==> src/rtl/muldiv_seq_ctrl_if.sv <==
// Pipeline <-> multiply/divide sequencing controller signal bundle.
// master: EXE/ID pipeline side; slave: muldiv_seq_ctrl.
interface muldiv_seq_ctrl_if;
    localparam int unsigned CNT_W = 6;

    logic             i_EXE_valid;
    logic             i_EXE_is_div;
    logic             i_EXE_is_mult;
    logic             i_ID_reads_hilo;
    logic             i_flush;
    logic             i_pipe_hold;
    logic             i_divisor_is_zero;
    logic             i_dividend_lt_divisor;

    logic             o_div_start;
    logic             o_div_step;
    logic             o_div_done;
    logic             o_div_early;
    logic             o_exe_stall;
    logic             o_id_stall;
    logic [CNT_W-1:0] o_div_count;
    logic             o_busy;

    modport master (
        output i_EXE_valid, i_EXE_is_div, i_EXE_is_mult, i_ID_reads_hilo,
               i_flush, i_pipe_hold, i_divisor_is_zero, i_dividend_lt_divisor,
        input  o_div_start, o_div_step, o_div_done, o_div_early,
               o_exe_stall, o_id_stall, o_div_count, o_busy
    );

    modport slave (
        input  i_EXE_valid, i_EXE_is_div, i_EXE_is_mult, i_ID_reads_hilo,
               i_flush, i_pipe_hold, i_divisor_is_zero, i_dividend_lt_divisor,
        output o_div_start, o_div_step, o_div_done, o_div_early,
               o_exe_stall, o_id_stall, o_div_count, o_busy
    );
endinterface

==> src/rtl/muldiv_seq_ctrl.sv <==
// Iterative divider sequencer and HI/LO hazard stall generator.
// Optional early exit (zero divisor / small dividend) enabled by YTTRIUM_DIV_EARLY_EXIT_EN.
module muldiv_seq_ctrl #(
    parameter int unsigned DIV_CYCLES = 32
) (
    input  logic               clk,
    input  logic               resetn,
    muldiv_seq_ctrl_if.slave   bus
);
    localparam int unsigned CNT_W = 6;

    typedef enum logic [1:0] {
        IDLE     = 2'd0,
        DIV_RUN  = 2'd1,
        DIV_DONE = 2'd2
    } state_e;

    state_e           state_q, state_d;
    logic [CNT_W-1:0] count_q, count_d;
    logic             mult_mem_q, mult_mem_d;
    logic             early_q, early_d;

    logic             start_c;
    logic             early_hit_c;
    logic             div_start_c, div_step_c, div_done_c, exe_stall_c;
    logic             id_stall_c, busy_c, div_early_c;

`ifdef YTTRIUM_DIV_EARLY_EXIT_EN
    assign early_hit_c = bus.i_divisor_is_zero | bus.i_dividend_lt_divisor;
`else
    logic unused_early_inputs;
    assign unused_early_inputs = bus.i_divisor_is_zero ^ bus.i_dividend_lt_divisor;
    assign early_hit_c = 1'b0;
`endif

    assign start_c = bus.i_EXE_valid & bus.i_EXE_is_div & ~bus.i_flush;

    // State register
    always_ff @(posedge clk or negedge resetn) begin
        if (!resetn) begin
            state_q    <= IDLE;
            count_q    <= '0;
            mult_mem_q <= 1'b0;
            early_q    <= 1'b0;
        end else begin
            state_q    <= state_d;
            count_q    <= count_d;
            mult_mem_q <= mult_mem_d;
            early_q    <= early_d;
        end
    end

    // Next-state and output decode
    always_comb begin
        state_d     = state_q;
        count_d     = count_q;
        early_d     = early_q;
        mult_mem_d  = 1'b0;
        div_start_c = 1'b0;
        div_step_c  = 1'b0;
        div_done_c  = 1'b0;
        exe_stall_c = 1'b0;
        id_stall_c  = 1'b0;
        busy_c      = (state_q != IDLE);
        div_early_c = 1'b0;

        unique case (state_q)
            IDLE: begin
                count_d = '0;
                early_d = 1'b0;
                if (start_c) begin
                    div_start_c = 1'b1;
                    exe_stall_c = 1'b1;
                    if (early_hit_c) begin
                        state_d = DIV_DONE;
                        early_d = 1'b1;
                    end else begin
                        state_d = DIV_RUN;
                        count_d = CNT_W'(DIV_CYCLES - 1);
                    end
                end
            end
            DIV_RUN: begin
                div_step_c  = 1'b1;
                exe_stall_c = 1'b1;
                if (count_q == '0) begin
                    state_d = DIV_DONE;
                end else begin
                    count_d = count_q - CNT_W'(1);
                end
            end
            DIV_DONE: begin
                div_done_c  = 1'b1;
                div_early_c = early_q;
                if (!bus.i_pipe_hold) begin
                    state_d = IDLE;
                    early_d = 1'b0;
                end
            end
            default: begin
                state_d = IDLE;
                count_d = '0;
                early_d = 1'b0;
            end
        endcase

        // Flush kills any operation in flight, including one starting now
        if (bus.i_flush) begin
            state_d     = IDLE;
            count_d     = '0;
            early_d     = 1'b0;
            div_start_c = 1'b0;
            div_step_c  = 1'b0;
            div_done_c  = 1'b0;
        end

        mult_mem_d = bus.i_EXE_valid & bus.i_EXE_is_mult & ~exe_stall_c
                   & ~bus.i_pipe_hold & ~bus.i_flush;

        id_stall_c = exe_stall_c
                   | (bus.i_ID_reads_hilo
                      & ((bus.i_EXE_valid & (bus.i_EXE_is_mult | bus.i_EXE_is_div))
                         | mult_mem_q | busy_c));

        // Outputs read zero while reset is asserted, regardless of inputs
        if (!resetn) begin
            div_start_c = 1'b0;
            div_step_c  = 1'b0;
            div_done_c  = 1'b0;
            div_early_c = 1'b0;
            exe_stall_c = 1'b0;
            id_stall_c  = 1'b0;
            busy_c      = 1'b0;
        end
    end

    assign bus.o_div_start = div_start_c;
    assign bus.o_div_step  = div_step_c;
    assign bus.o_div_done  = div_done_c;
    assign bus.o_div_early = div_early_c;
    assign bus.o_exe_stall = exe_stall_c;
    assign bus.o_id_stall  = id_stall_c;
    assign bus.o_div_count = count_q;
    assign bus.o_busy      = busy_c;
endmodule

==> src/flat_wrapper.sv <==
// flat-port wrapper written by rule: the top's interface ports become plain ports
module muldiv_seq_ctrl_flat 
#(
    parameter int unsigned DIV_CYCLES = 32
)
  (clk, resetn, bus_i_EXE_valid, bus_i_EXE_is_div, bus_i_EXE_is_mult, bus_i_ID_reads_hilo, bus_i_flush, bus_i_pipe_hold, bus_i_divisor_is_zero, bus_i_dividend_lt_divisor, bus_o_div_start, bus_o_div_step, bus_o_div_done, bus_o_div_early, bus_o_exe_stall, bus_o_id_stall, bus_o_div_count, bus_o_busy);
  muldiv_seq_ctrl_if bus_i ();
  input  logic clk;
  input  logic resetn;
  input wire logic [$bits(bus_i.i_EXE_valid)-1:0] bus_i_EXE_valid;
  input wire logic [$bits(bus_i.i_EXE_is_div)-1:0] bus_i_EXE_is_div;
  input wire logic [$bits(bus_i.i_EXE_is_mult)-1:0] bus_i_EXE_is_mult;
  input wire logic [$bits(bus_i.i_ID_reads_hilo)-1:0] bus_i_ID_reads_hilo;
  input wire logic [$bits(bus_i.i_flush)-1:0] bus_i_flush;
  input wire logic [$bits(bus_i.i_pipe_hold)-1:0] bus_i_pipe_hold;
  input wire logic [$bits(bus_i.i_divisor_is_zero)-1:0] bus_i_divisor_is_zero;
  input wire logic [$bits(bus_i.i_dividend_lt_divisor)-1:0] bus_i_dividend_lt_divisor;
  output wire logic [$bits(bus_i.o_div_start)-1:0] bus_o_div_start;
  output wire logic [$bits(bus_i.o_div_step)-1:0] bus_o_div_step;
  output wire logic [$bits(bus_i.o_div_done)-1:0] bus_o_div_done;
  output wire logic [$bits(bus_i.o_div_early)-1:0] bus_o_div_early;
  output wire logic [$bits(bus_i.o_exe_stall)-1:0] bus_o_exe_stall;
  output wire logic [$bits(bus_i.o_id_stall)-1:0] bus_o_id_stall;
  output wire logic [$bits(bus_i.o_div_count)-1:0] bus_o_div_count;
  output wire logic [$bits(bus_i.o_busy)-1:0] bus_o_busy;
  assign bus_i.i_EXE_valid = bus_i_EXE_valid;
  assign bus_i.i_EXE_is_div = bus_i_EXE_is_div;
  assign bus_i.i_EXE_is_mult = bus_i_EXE_is_mult;
  assign bus_i.i_ID_reads_hilo = bus_i_ID_reads_hilo;
  assign bus_i.i_flush = bus_i_flush;
  assign bus_i.i_pipe_hold = bus_i_pipe_hold;
  assign bus_i.i_divisor_is_zero = bus_i_divisor_is_zero;
  assign bus_i.i_dividend_lt_divisor = bus_i_dividend_lt_divisor;
  assign bus_o_div_start = bus_i.o_div_start;
  assign bus_o_div_step = bus_i.o_div_step;
  assign bus_o_div_done = bus_i.o_div_done;
  assign bus_o_div_early = bus_i.o_div_early;
  assign bus_o_exe_stall = bus_i.o_exe_stall;
  assign bus_o_id_stall = bus_i.o_id_stall;
  assign bus_o_div_count = bus_i.o_div_count;
  assign bus_o_busy = bus_i.o_busy;
  muldiv_seq_ctrl #(.DIV_CYCLES(DIV_CYCLES)) u_core (.clk(clk), .resetn(resetn), .bus(bus_i));
endmodule
==> config.mk <==
export PLATFORM = sky130hd
export DESIGN_NAME = muldiv_seq_ctrl_flat
export DESIGN_NICKNAME = d
export VERILOG_FILES = /design/src/rtl/muldiv_seq_ctrl_if.sv /design/src/rtl/muldiv_seq_ctrl.sv /design/src/flat_wrapper.sv
export SDC_FILE = /design/constraint.sdc
export NUM_CORES = 1
export LEC_CHECK = 0
export ABC_AREA = 1
export CORE_ASPECT_RATIO = 0.8
export CORE_MARGIN = 5
export CORE_UTILIZATION = 39
export DETAILED_ROUTE_END_ITERATION = 8
export PLACE_DENSITY_LB_ADDON = 0.1
export REMOVE_ABC_BUFFERS = 1
export SETUP_SLACK_MARGIN = 0.4
export SLEW_MARGIN = 20
export SYNTH_ARGS = -nofsm -noshare
export SYNTH_HDL_FRONTEND = slang
export SYNTH_SLANG_ARGS = --single-unit
==> constraint.sdc <==
create_clock -name clk -period 1.25 [get_ports clk]
set_clock_uncertainty 0.15 [all_clocks]
set_input_delay 0.25 -clock clk [delete_from_list [all_inputs] [get_ports clk]]
set_output_delay 0.25 -clock clk [all_outputs]
set_load 0.03 [all_outputs]
==> impl_metrics.toml <==
[run_status]
outcome = "finished, violations left"
violations = "negative setup slack"

[clocking]
clkSinkCount = 9
cts_htree_levels = 1
cts.reportedPaths.clkPinSlew_ps = 60
clockBufferDepth = 2
cts_tree = "yes"
cts_inserted_buffers = 3
hold_buffers = 0
clk_latency_ps = 270
cts-root-buf = "clkbuf_4"

[global_route]
antenna_found_initial = 0
grt_usage = 0.183
gr-total-overflow = 0
grt_max_degree = 10
grt_first_pass_wirelength_um = 3510
first_global_vias = 745

[finish]
layout_common_cells = "buf_6, nand2_1, buf_4"
ff_latch_area_sq_um = 229
syn_to_final_growth_pct = 92.6
drive_gt1_frac = 0.532
final_common_cell = "buf_6"
num-nets-final = 152
finalNonFillerCells = 161
final_area_sq_mm = 0.00124
num_antenna_cells = 0
nFillCells = 116
multi_input_area_sq_um = 468

[sta]
min_period_over_period = 1.35
setup_violations = 20
final_hold_viol_count = 0
rsz0062_at_grt = "yes"
fmax_mhz = 591
fin_ws_ps = -441
min_period_ps = 1690
slew_viol_final = 0

[floorplanning]
die_h_um = 46.4
start_util = 0.404
io_pins = 23
die_w_um = 55.4
die-area_sq_mm = 0.00257
core_sq_mm = 0.00159
fp-row-count = 13

[critical_path]
worst_ep_required_time_ps = 850
critPathSlowestCell = "dfrtp_2"
path_max_fanout = 3
path_cells = "inv_2 -> nor2_4 -> a31oi_4 -> nor2_1 -> buf_4"
cp.arrival_ps = 1290
cp-end-kind = "primary output"
start_kind = "flip-flop"
crit_type = "reg2out"
cpLargestDelayFamily = "flip-flops"
max_stage_delay_ps = 430
crit_buf_inv = 2

[synthesis]
syn_inst = 90
synth_ff_type = "dfrtp_1"
avgSynthCellArea_sq_um = 7.16
synthAdderAreaFrac = 0.0388
synth-xor-area-share = 0.0136
synth_edf_count = 0
synthMuxAreaShare = 0
synth_top_family_by_area = "simple AND/OR/NAND/NOR gates"
ys_seq_area_frac = 0.350
synth.area.top_cells = "dfrtp_1, nand2_1, nand3_1"
async_flop_share = 1.00
synth_top_area_share = 0.350
synth_largest_area_cell = "dfrtp_1"
yosys.area_share.simple = 0.412
synth_compound_area_frac = 0.0990
ys_ff_latch = 9
synth_area_sq_um = 644
synth_warnings = 0
ys_types = 21

[drt]
ant_nets = 0
drtIter0Drc = 18
post_drt_wl_per_cell_um = 14.1
finalWirelength_um = 2270
route.vias.total = 790
viasPerCell = 4.91
dr.pass1.iters = 4
drc = 0

[job]
drv_cap = 0

[power]
leakagePower_nw = 0.612
ir_worst_vdd_v = 0.000762
power_density_mw_per_mm2 = 910

[placement]
dp_hpwl_um = 1520
gp_congestion = 0.823
dpl.cell_count = 148
place_area_sq_um = 960
numPortBuffers = 19

[worst_hold_path]
hp-class = "in2async"
==> flip-flops by register name, summed over array words and instances, names as in the netlist <==
register / cells
u_core.bus.o_div_count: 6
u_core.mult_mem_q: 1
u_core.state_q: 2
==> per-layer routing <==
layer  wire (um)  global-route usage  vias to the layer above
li1            -                   -                      386
met1         972               0.213                      384
met2        1170               0.333                       16
met3          96              0.0616                        4
met4          26              0.0437                        0
met5           0                   0                        -
==> final cells by class <==
type                       count  share of cell area
sequential                     9               0.184
clock buffer                   4              0.0212
timing repair buffer          46               0.359
tap                           22              0.0222
inverter                      12              0.0363
multi-input combinational     68               0.377
==> final timing paths <==
kind	from	end	slack [ps]	depth (start not counted)
worst max-delay path	u_core.state_q[0]	bus_o_exe_stall	-440	5
worst min-delay path	resetn	u_core.mult_mem_q	150	2
worst max register to register	u_core.state_q[0]	u_core.bus.o_div_count[2]	-280	9
worst min register to register	u_core.bus.o_div_count[4]	u_core.bus.o_div_count[4]	480	3
max in group asynchronous	resetn	u_core.state_q[0]	650	2
min in group clk	bus_i_flush	u_core.bus.o_div_count[2]	390	4
==> Yosys cell counts (2+ instances only) <==
master and count:
o21ai_2 2, ha_1 2, dfrtp_1 9, nand2_1 22, o21ai_1 3, inv_1 9, nand3_2 2, nand3_1 11
o21ai_0 3, nor2_4 3, a21oi_1 2, nor2_1 11, inv_2 3
==> report_power, final <==
part	switching (mW)	internal [mW]	total [mW]	leakage (nW)
logic	0.302	0.256	0.558	0.479
clock network	0.109	0.124	0.233	0.0150
registers	0.0255	0.314	0.340	0.118
==> repair_timing <==
action,4_1_cts,5_1_grt
pin swaps,12,7
gates cloned,0,0
buffers inserted,7,2
endpoints found under the setup margin,21,21
endpoints found under the hold margin,0,0
gates resized for setup,38,18
==> through the flow <==
step           setup WS [ps]  hold slack [ps]   util  TNS [ps]  power (mW)
4_1_cts                 -450              147  0.729     -4370        1.09
5_1_grt                 -509              153  0.779     -5600        1.20
6_report                -441              150  0.779     -4550        1.13
3_5_place_dp            -558              421  0.602     -6640       0.743
2_1_floorplan           -376             -196      -     -3590       0.569
3_3_place_gp            -493              408  0.602     -6030       0.732
==> logic make-up (layout without fill, tap and decap cells) <==
kind of cell	Yosys count	after routing
compound gates	11	11
other cells	1	1
fa+ha+maj	2	2
simple gates	53	53
buf+inv	13	62
xor+xnor	1	1
flops	9	9
Note: power is estimated with default switching activity, not from simulation.
